$ cat config.mk
export PLATFORM = sky130hd
export DESIGN_NAME = pwm_bank
export DESIGN_NICKNAME = d
export VERILOG_FILES = /design/src/rtl/pwm_bank_pkg.sv /design/src/rtl/pwm_bank_channel.sv /design/src/rtl/pwm_bank.sv
export SDC_FILE = /design/constraint.sdc
export NUM_CORES = 2
export LEC_CHECK = 0
export ABC_AREA = 1
export BUFFER_PORTS_ARGS = -buffer_cell sky130_fd_sc_hd__buf_2
export CAP_MARGIN = 20
export CORE_ASPECT_RATIO = 0.75
export CORE_MARGIN = 10
export CORE_UTILIZATION = 40
export DETAILED_ROUTE_END_ITERATION = 10
export SYNTH_ARGS = -nofsm -noshare
export SYNTH_HDL_FRONTEND = slang
export SYNTH_SLANG_ARGS = --single-unit
$ cat constraint.sdc
create_clock -name clk_i -period 5.5 [get_ports clk_i]
set_clock_uncertainty 0.05 [all_clocks]
set_input_delay 0.55 -clock clk_i [delete_from_list [all_inputs] [get_ports clk_i]]
set_output_delay 0.55 -clock clk_i [all_outputs]
set_load 0.005 [all_outputs]
$ cat src/rtl/pwm_bank_pkg.sv
// Shared register map, control-field layout and bus helpers for the pwm_bank peripheral.
package pwm_bank_pkg;

  localparam logic [1:0]  CTRL        = 2'd0;
  localparam logic [1:0]  PERIOD      = 2'd1;
  localparam logic [1:0]  DUTY        = 2'd2;
  localparam logic [1:0]  COUNT       = 2'd3;
  localparam logic [11:0] SYNC_OFFSET = 12'h800;

  localparam int unsigned CTRL_EN_BIT     = 0;
  localparam int unsigned CTRL_POL_BIT    = 1;
  localparam int unsigned CTRL_CENTER_BIT = 2;

  typedef struct packed {
    logic center;
    logic pol;
    logic en;
  } pwm_ctrl_t;

  function automatic logic [31:0] be_to_mask(input logic [3:0] be);
    return {{8{be[3]}}, {8{be[2]}}, {8{be[1]}}, {8{be[0]}}};
  endfunction

endpackage

$ cat src/rtl/pwm_bank_channel.sv
// One PWM channel: edge/centre counter, active period/duty registers and registered output.
module pwm_bank_channel
  import pwm_bank_pkg::*;
#(
  parameter int unsigned CtrWidth = 16
) (
  input  logic                clk_i,
  input  logic                rst_i,
  input  pwm_ctrl_t           ctrl,
  input  logic [CtrWidth-1:0] period,
  input  logic [CtrWidth-1:0] duty,
  input  logic                sync,
  input  logic                restart,
  output logic [CtrWidth-1:0] cnt,
  output logic                pwm
);

  logic [CtrWidth-1:0] per_q;
  logic [CtrWidth-1:0] duty_q;
  logic                down_q;

  always_ff @(posedge clk_i) begin
    if (rst_i) begin
      cnt    <= '0;
      down_q <= 1'b0;
      per_q  <= '0;
      duty_q <= '0;
      pwm    <= 1'b0;
    end else begin
      // NOTE: non-blocking assignments only: every flop here must see the pre-edge cnt/duty_q.
      pwm <= ctrl.en ? ((cnt < duty_q) ^ ctrl.pol) : ctrl.pol;
      if (!ctrl.en || sync) begin
        cnt    <= '0;
        down_q <= 1'b0;
        per_q  <= period;
        duty_q <= duty;
      end else if (restart) begin
        cnt    <= '0;
        down_q <= 1'b0;
      end else if (!ctrl.center) begin
        if (cnt >= per_q) begin
          cnt    <= '0;
          per_q  <= period;
          duty_q <= duty;
        end else begin
          cnt <= cnt + 1'b1;
        end
      end else if (!down_q) begin
        // A zero period never turns round, so it commits every cycle like edge mode.
        if (per_q == '0) begin
          per_q  <= period;
          duty_q <= duty;
        end else if (cnt >= per_q) begin
          down_q <= 1'b1;
          cnt    <= cnt - 1'b1;
        end else begin
          cnt <= cnt + 1'b1;
        end
      end else if (cnt == '0) begin
        down_q <= 1'b0;
        per_q  <= period;
        duty_q <= duty;
        cnt    <= (period == '0) ? '0 : CtrWidth'(1);
      end else begin
        cnt <= cnt - 1'b1;
      end
    end
  end

endmodule

$ cat src/rtl/pwm_bank.sv
// Bus-attached PWM bank: register decode, shadow/CTRL registers, SYNC fan-out and response pipeline.
module pwm_bank
  import pwm_bank_pkg::*;
#(
  parameter int unsigned NumChannels = 12,
  parameter int unsigned CtrWidth    = 16
) (
  input  logic                   clk_i,
  input  logic                   rst_i,
  input  logic                   device_req_i,
  input  logic [31:0]            device_addr_i,
  input  logic                   device_we_i,
  input  logic [3:0]             device_be_i,
  input  logic [31:0]            device_wdata_i,
  output logic                   device_rvalid_o,
  output logic [31:0]            device_rdata_o,
  output logic                   device_err_o,
  output logic [NumChannels-1:0] pwm_o
);

  localparam int unsigned ChIdxW = (NumChannels > 1) ? $clog2(NumChannels) : 1;

  pwm_ctrl_t           ctrl_q   [NumChannels];
  logic [CtrWidth-1:0] period_q [NumChannels];
  logic [CtrWidth-1:0] duty_q   [NumChannels];
  logic [CtrWidth-1:0] cnt      [NumChannels];

  logic [6:0]             ch;
  logic [1:0]             reg_sel;
  logic [ChIdxW-1:0]      ch_idx;
  logic                   is_global, is_sync, ch_valid, acc_err, wr_ok;
  logic [31:0]            rd_val, wr_val;
  logic [NumChannels-1:0] sync_vec, restart_vec;
  logic                   unused_bits;

  assign ch        = device_addr_i[10:4];
  assign reg_sel   = device_addr_i[3:2];
  assign ch_idx    = ch[ChIdxW-1:0];
  assign is_global = device_addr_i[11];
  assign is_sync   = device_addr_i[11:2] == SYNC_OFFSET[11:2];
  assign ch_valid  = 32'(ch) < NumChannels;
  assign acc_err   = is_global ? !is_sync : (!ch_valid || (device_we_i && reg_sel == COUNT));
  assign wr_ok     = device_req_i && device_we_i && !acc_err;

  always_comb begin
    // NOTE: default assignment first so no decode path leaves rd_val unassigned (no latch).
    rd_val = '0;
    if (!is_global && ch_valid) begin
      case (reg_sel)
        CTRL:    rd_val = {29'd0, ctrl_q[ch_idx]};
        PERIOD:  rd_val = 32'(period_q[ch_idx]);
        DUTY:    rd_val = 32'(duty_q[ch_idx]);
        default: rd_val = 32'(cnt[ch_idx]);
      endcase
    end
  end

  // Byte-merge onto the addressed register's current value; SYNC reads as 0, leaving masked wdata.
  assign wr_val   = (rd_val & ~be_to_mask(device_be_i)) | (device_wdata_i & be_to_mask(device_be_i));
  assign sync_vec = (wr_ok && is_sync) ? wr_val[NumChannels-1:0] : '0;

  always_comb begin
    restart_vec = '0;
    for (int i = 0; i < NumChannels; i++) begin
      restart_vec[i] = wr_ok && !is_global && reg_sel == CTRL && ch_idx == ChIdxW'(i) &&
                       ctrl_q[i].en && (wr_val[CTRL_CENTER_BIT] != ctrl_q[i].center);
    end
  end

  always_ff @(posedge clk_i) begin
    if (rst_i) begin
      // NOTE: the register file is tiny and must read back 0 after reset, so every entry is reset.
      for (int i = 0; i < NumChannels; i++) begin
        ctrl_q[i]   <= '0;
        period_q[i] <= '0;
        duty_q[i]   <= '0;
      end
      device_rvalid_o <= 1'b0;
      device_rdata_o  <= '0;
      device_err_o    <= 1'b0;
    end else begin
      device_rvalid_o <= device_req_i;
      device_err_o    <= device_req_i && acc_err;
      device_rdata_o  <= (device_req_i && !device_we_i && !acc_err) ? rd_val : '0;
      if (wr_ok && !is_global) begin
        case (reg_sel)
          CTRL:    ctrl_q[ch_idx] <= '{center: wr_val[CTRL_CENTER_BIT],
                                       pol:    wr_val[CTRL_POL_BIT],
                                       en:     wr_val[CTRL_EN_BIT]};
          PERIOD:  period_q[ch_idx] <= wr_val[CtrWidth-1:0];
          DUTY:    duty_q[ch_idx]   <= wr_val[CtrWidth-1:0];
          default: ;
        endcase
      end
    end
  end

  for (genvar g = 0; g < NumChannels; g++) begin : g_ch
    pwm_bank_channel #(
      .CtrWidth(CtrWidth)
    ) u_channel (
      .clk_i  (clk_i),
      .rst_i  (rst_i),
      .ctrl   (ctrl_q[g]),
      .period (period_q[g]),
      .duty   (duty_q[g]),
      .sync   (sync_vec[g]),
      .restart(restart_vec[g]),
      .cnt    (cnt[g]),
      .pwm    (pwm_o[g])
    );
  end

  assign unused_bits = ^{device_addr_i[31:12], device_addr_i[1:0], wr_val};

endmodule

==> flow_summary_export.csv <==
group,metric,value,unit
yosys,synthesis.area,70550,µm²
critical_path,master_of_the_slowest_instance_on_the_critical_path,"sky130_fd_sc_hd__a21boi_4",
yosys,postSynthAreaPerCell,7.524,µm²
power,p_int,0.01557,W
sta,fin_crit,4494,ps
clock_tree,post_cts_resized,0,
power,sequential_cell_fraction_of_total_power,45.1,%
critical_path,timing.critical_path.from_type,"primary input",
sta,worst_tran_pin_value,1219,ps
placed_design,io_buffers,61,
sta,slew_headroom,17.85,%
sta,post_route_fraction_of_the_period_consumed_by_the_critical_path,81.71,%
sta,final-max-slew-violation-count,0,
yosys,synth_simple_gate_area_share,26.36,%
global_route,global_route.usage.met1,38.01,%
yosys,synthXorXnorAreaFrac,3.414,%
floorplanning,fp.dieH,383.7,µm
clock_tree,clkSlewWorstSetupHoldPaths,70,ps
drt,drc_errors_left,0,
global_route,globalRouteMet2Util,37.72,%
floorplanning,dieArea,193700,µm²
global_route,grt.total_usage,26.33,%
yosys,synth_mux_area_share,0.01419,%
global_route,overflow,0,
yosys,most_used_flip_flop_cell_after_synthesis,"sky130_fd_sc_hd__dfxtp_1",
cells_and_area,layout.cells.most_common,"sky130_fd_sc_hd__nand2_1",
clock_tree,number_of_clock_sinks_seen_by_cts,1178,
global_route,number_of_antenna_violations_at_the_first_check_in_global_routing,14,
power,power_switching,0.006040,W
floorplanning,io_pins,118,
placed_design,gp_congestion,1.018,
clock_tree,worst_skew_pair.late_latency,780,ps
yosys,netlist-cell-type-count,59,
placed_design,detailed_place_hpwl,197.3,mm
flow_run,max_cap_violations,0,
global_route,top_usage_layer,"met1",
yosys,synth_edf_count,560,
drt,drt_pass1_iterations,6,
drt,dr_vias_cell,5.672,
yosys,yosys_warnings,0,
drt,detail_route.iter0.violations,9457,
worst_hold_path,hold_path_class,"in -> reg",
floorplanning,core.rowCount,133,
power,power_per_cell_area,277.8,nW/µm²
yosys,synth-compound-area-share,13.27,%
clock_tree,clock_tree.htree_level_count,3,
sta,setup_tns,0,ps
global_route,grt_first_pass_wirelength,391.5,mm
drt,routed-via-count,66730,
yosys,postSynth.asyncResetShare,0,%
yosys,synth_top_family_by_area,"simple AND/OR/NAND/NOR gates",
clock_tree,clockBufferDepth,3,
clock_tree,cts_buffer_count,120,
floorplanning,floorplan.initialDensity,40.26,%
clock_tree,clock-root-buffer,"sky130_fd_sc_hd__clkbuf_16",
critical_path,crit_required,6130,ps
clock_tree,post_cts_setup_buffer_count,0,
power,power_frac_comb,12.7,%
drt,final_antenna_net_count,0,
clock_tree,holdBufCountCts,0,
power,reported_leakage_power,33.02,nW
sta,rsz0062_at_grt,"false",
critical_path,cp-end-kind,"flip-flop",
sta,final-setup-viol-count,0,
floorplanning,dieWidth,504.9,µm
yosys,ys_seq_area_share,41.37,%
drt,detail_route.wirelength,269.1,mm
cells_and_area,nets,9760,
critical_path,critPathMaxStageDelay,790,ps
status,status,"finished clean",
cells_and_area,ratio_of_cells_with_drive_above_1_in_the_final_layout,5.459,%
global_route,grt_pass1_vias,59830,
global_route,grt_max_degree,143,
sta,timing.hold.ws,223.9,ps
sta,max_freq,0.2225,GHz
cells_and_area,synthToLayoutAreaGrowth,10.28,%
power,p_clk_share,42.2,%
cells_and_area,most-common-layout-cells,"1690 x sky130_fd_sc_hd__nand2_1, 1384 x sky130_fd_sc_hd__nor2_1, 864 x sky130_fd_sc_hd__inv_1, 850 x sky130_fd_sc_hd__a21oi_1, 697 x sky130_fd_sc_hd__nand3_1",
global_route,grt_met3_use,7.400,%
power,switching_share,27.95,%
critical_path,crit_chain,"buf_2 > inv_4 > nand2_2 > buf_4 > buf_4 > o22ai_1 > o21ai_1 > nand3_1 > a21oi_1 > nand3_1 > nand2_1 > a21boi_4 > nand3_2 > nor3_1",
sta,endpoints_failing_hold,0,
drt,wire_per_inst,22.87,µm
critical_path,path_class,"in -> reg",
floorplanning,core-area,175200,µm²
critical_path,path_max_fanout,31,
cells_and_area,layout.filler_cells,17650,
power,vdd.ir_drop.worst,0.2598,mV
clock_tree,tritoncts,"built",
yosys,postSynthRegisterBits,1178,
yosys,synth_cells,9377,
yosys,synth_fa_ha_area_share,7.023,%
critical_path,worst-endpoint-arrival,5130,ps
## cells in the mapped netlist, types with 15 or more instances
library cell | n | area (µm²)
sky130_fd_sc_hd__buf_1 | 67 | 251.5
sky130_fd_sc_hd__nand3b_1 | 17 | 127.6
sky130_fd_sc_hd__ha_1 | 396 | 4955
sky130_fd_sc_hd__a21oi_1 | 859 | 4299
sky130_fd_sc_hd__clkbuf_1 | 288 | 1081
sky130_fd_sc_hd__nand3_1 | 697 | 3488
sky130_fd_sc_hd__nor2_1 | 1385 | 5199
sky130_fd_sc_hd__a22oi_1 | 214 | 1607
sky130_fd_sc_hd__nand2_1 | 1693 | 6355
sky130_fd_sc_hd__inv_1 | 864 | 3243
sky130_fd_sc_hd__or2_2 | 19 | 118.9
sky130_fd_sc_hd__nor3_1 | 282 | 1411
sky130_fd_sc_hd__o21ai_0 | 304 | 1521
sky130_fd_sc_hd__clkinv_1 | 15 | 56.30
sky130_fd_sc_hd__o211ai_1 | 53 | 397.9
sky130_fd_sc_hd__xor2_1 | 257 | 2251
sky130_fd_sc_hd__buf_2 | 200 | 1001
sky130_fd_sc_hd__dfxtp_1 | 618 | 12370
sky130_fd_sc_hd__xnor2_1 | 18 | 157.7
sky130_fd_sc_hd__nand4_1 | 150 | 938.4
sky130_fd_sc_hd__a31oi_1 | 25 | 156.4
sky130_fd_sc_hd__o22ai_1 | 97 | 606.8
sky130_fd_sc_hd__edfxtp_1 | 560 | 16820
sky130_fd_sc_hd__buf_4 | 45 | 337.8
sky130_fd_sc_hd__nor4_1 | 93 | 581.8
## power groups by stage
stage / Sequential [W] / Combinational, W / Clock [W]
finish: 0.00974 / 0.00275 / 0.00912
global route: 0.00976 / 0.00302 / 0.00953
CTS: 0.00973 / 0.00267 / 0.00919
detailed placement: 0.00992 / 0.00266 / 0
global placement: 0.00991 / 0.00261 / 0
floorplan: 0.00979 / 0.00186 / 0
## layer usage
| metal | wire length (µm) | share of wire [%] | vias up |
|---|---|---|---|
| li1 | - | - | 31310 |
| met2 | 109500 | 41 | 3462 |
| met5 | 15 | 0.0056 | - |
| met3 | 34000 | 13 | 414 |
| met4 | 9773 | 3.6 | 2 |
| met1 | 115800 | 43 | 31540 |
## worst max-delay path, delay by kind of cell
kind                   cells  cell delay [ps]
and+or+nand+nor            6             1780
AOI/OAI and AO/OA          4             1620
buffers and inverters      4             1100
## sequential cells by signal, summed over array words and instances (netlist names)
register	count
ctrl_q	48
device_err_o	1
device_rdata_o	16
device_rvalid_o	1
duty_q	256
g_ch.u_channel.cnt	192
g_ch.u_channel.down_q	12
g_ch.u_channel.duty_q	192
g_ch.u_channel.per_q	192
g_ch.u_channel.pwm	12
period_q	256
## cells by family (layout without fill, tap and decap cells)
family | count (synthesis) | in the layout
other | 1 | 161
adder cells (fa/ha/maj) | 396 | 396
multiplexers | 1 | 1
AND/OR/NAND/NOR | 4387 | 4387
AO/OA/AOI/OAI | 1649 | 1649
buffers and inverters | 1490 | 1355
flip-flops | 1178 | 1178
XOR/XNOR | 275 | 275
## metrics by stage
stage | setup slack [ps] | utilization [%] | power, W | cells | area [µm²]
floorplan | 2330 | - | 0.01166 | 9532 | 71130
global placement | 583.7 | 41.89 | 0.01253 | 11530 | 73400
detailed placement | 445.4 | 41.90 | 0.01258 | 11530 | 73420
CTS | 1273 | 44.35 | 0.02159 | 11750 | 77720
global route | 857.5 | 44.40 | 0.02231 | 11760 | 77800
finish | 1006 | 44.40 | 0.02161 | 11760 | 77800
## cell type report
type,instances,area (µm²),area share (%)
multi-input cells,6864,36070,46.37
clock buffers,148,3316,4.262
clock inverters,79,980.9,1.261
flip-flops and latches,1178,29190,37.52
inverters,889,3349,4.305
well taps,2362,2955,3.799
diodes,5,12.51,0.01608
repair buffers,239,1926,2.475
## worst paths after layout
kind         slack [ps]                     start  cells after the start                      endpoint
max                1010          device_addr_i[4]                     14     g_ch[11].u_channel.cnt[9]
min                 220         device_addr_i[11]                      4            device_rdata_o[14]
max reg2reg        1330  g_ch[6].u_channel.cnt[2]                     16   g_ch[10].u_channel.per_q[8]
min reg2reg         450             duty_q[3][13]                      2  g_ch[3].u_channel.duty_q[13]
(Power assumes the default switching activity.)
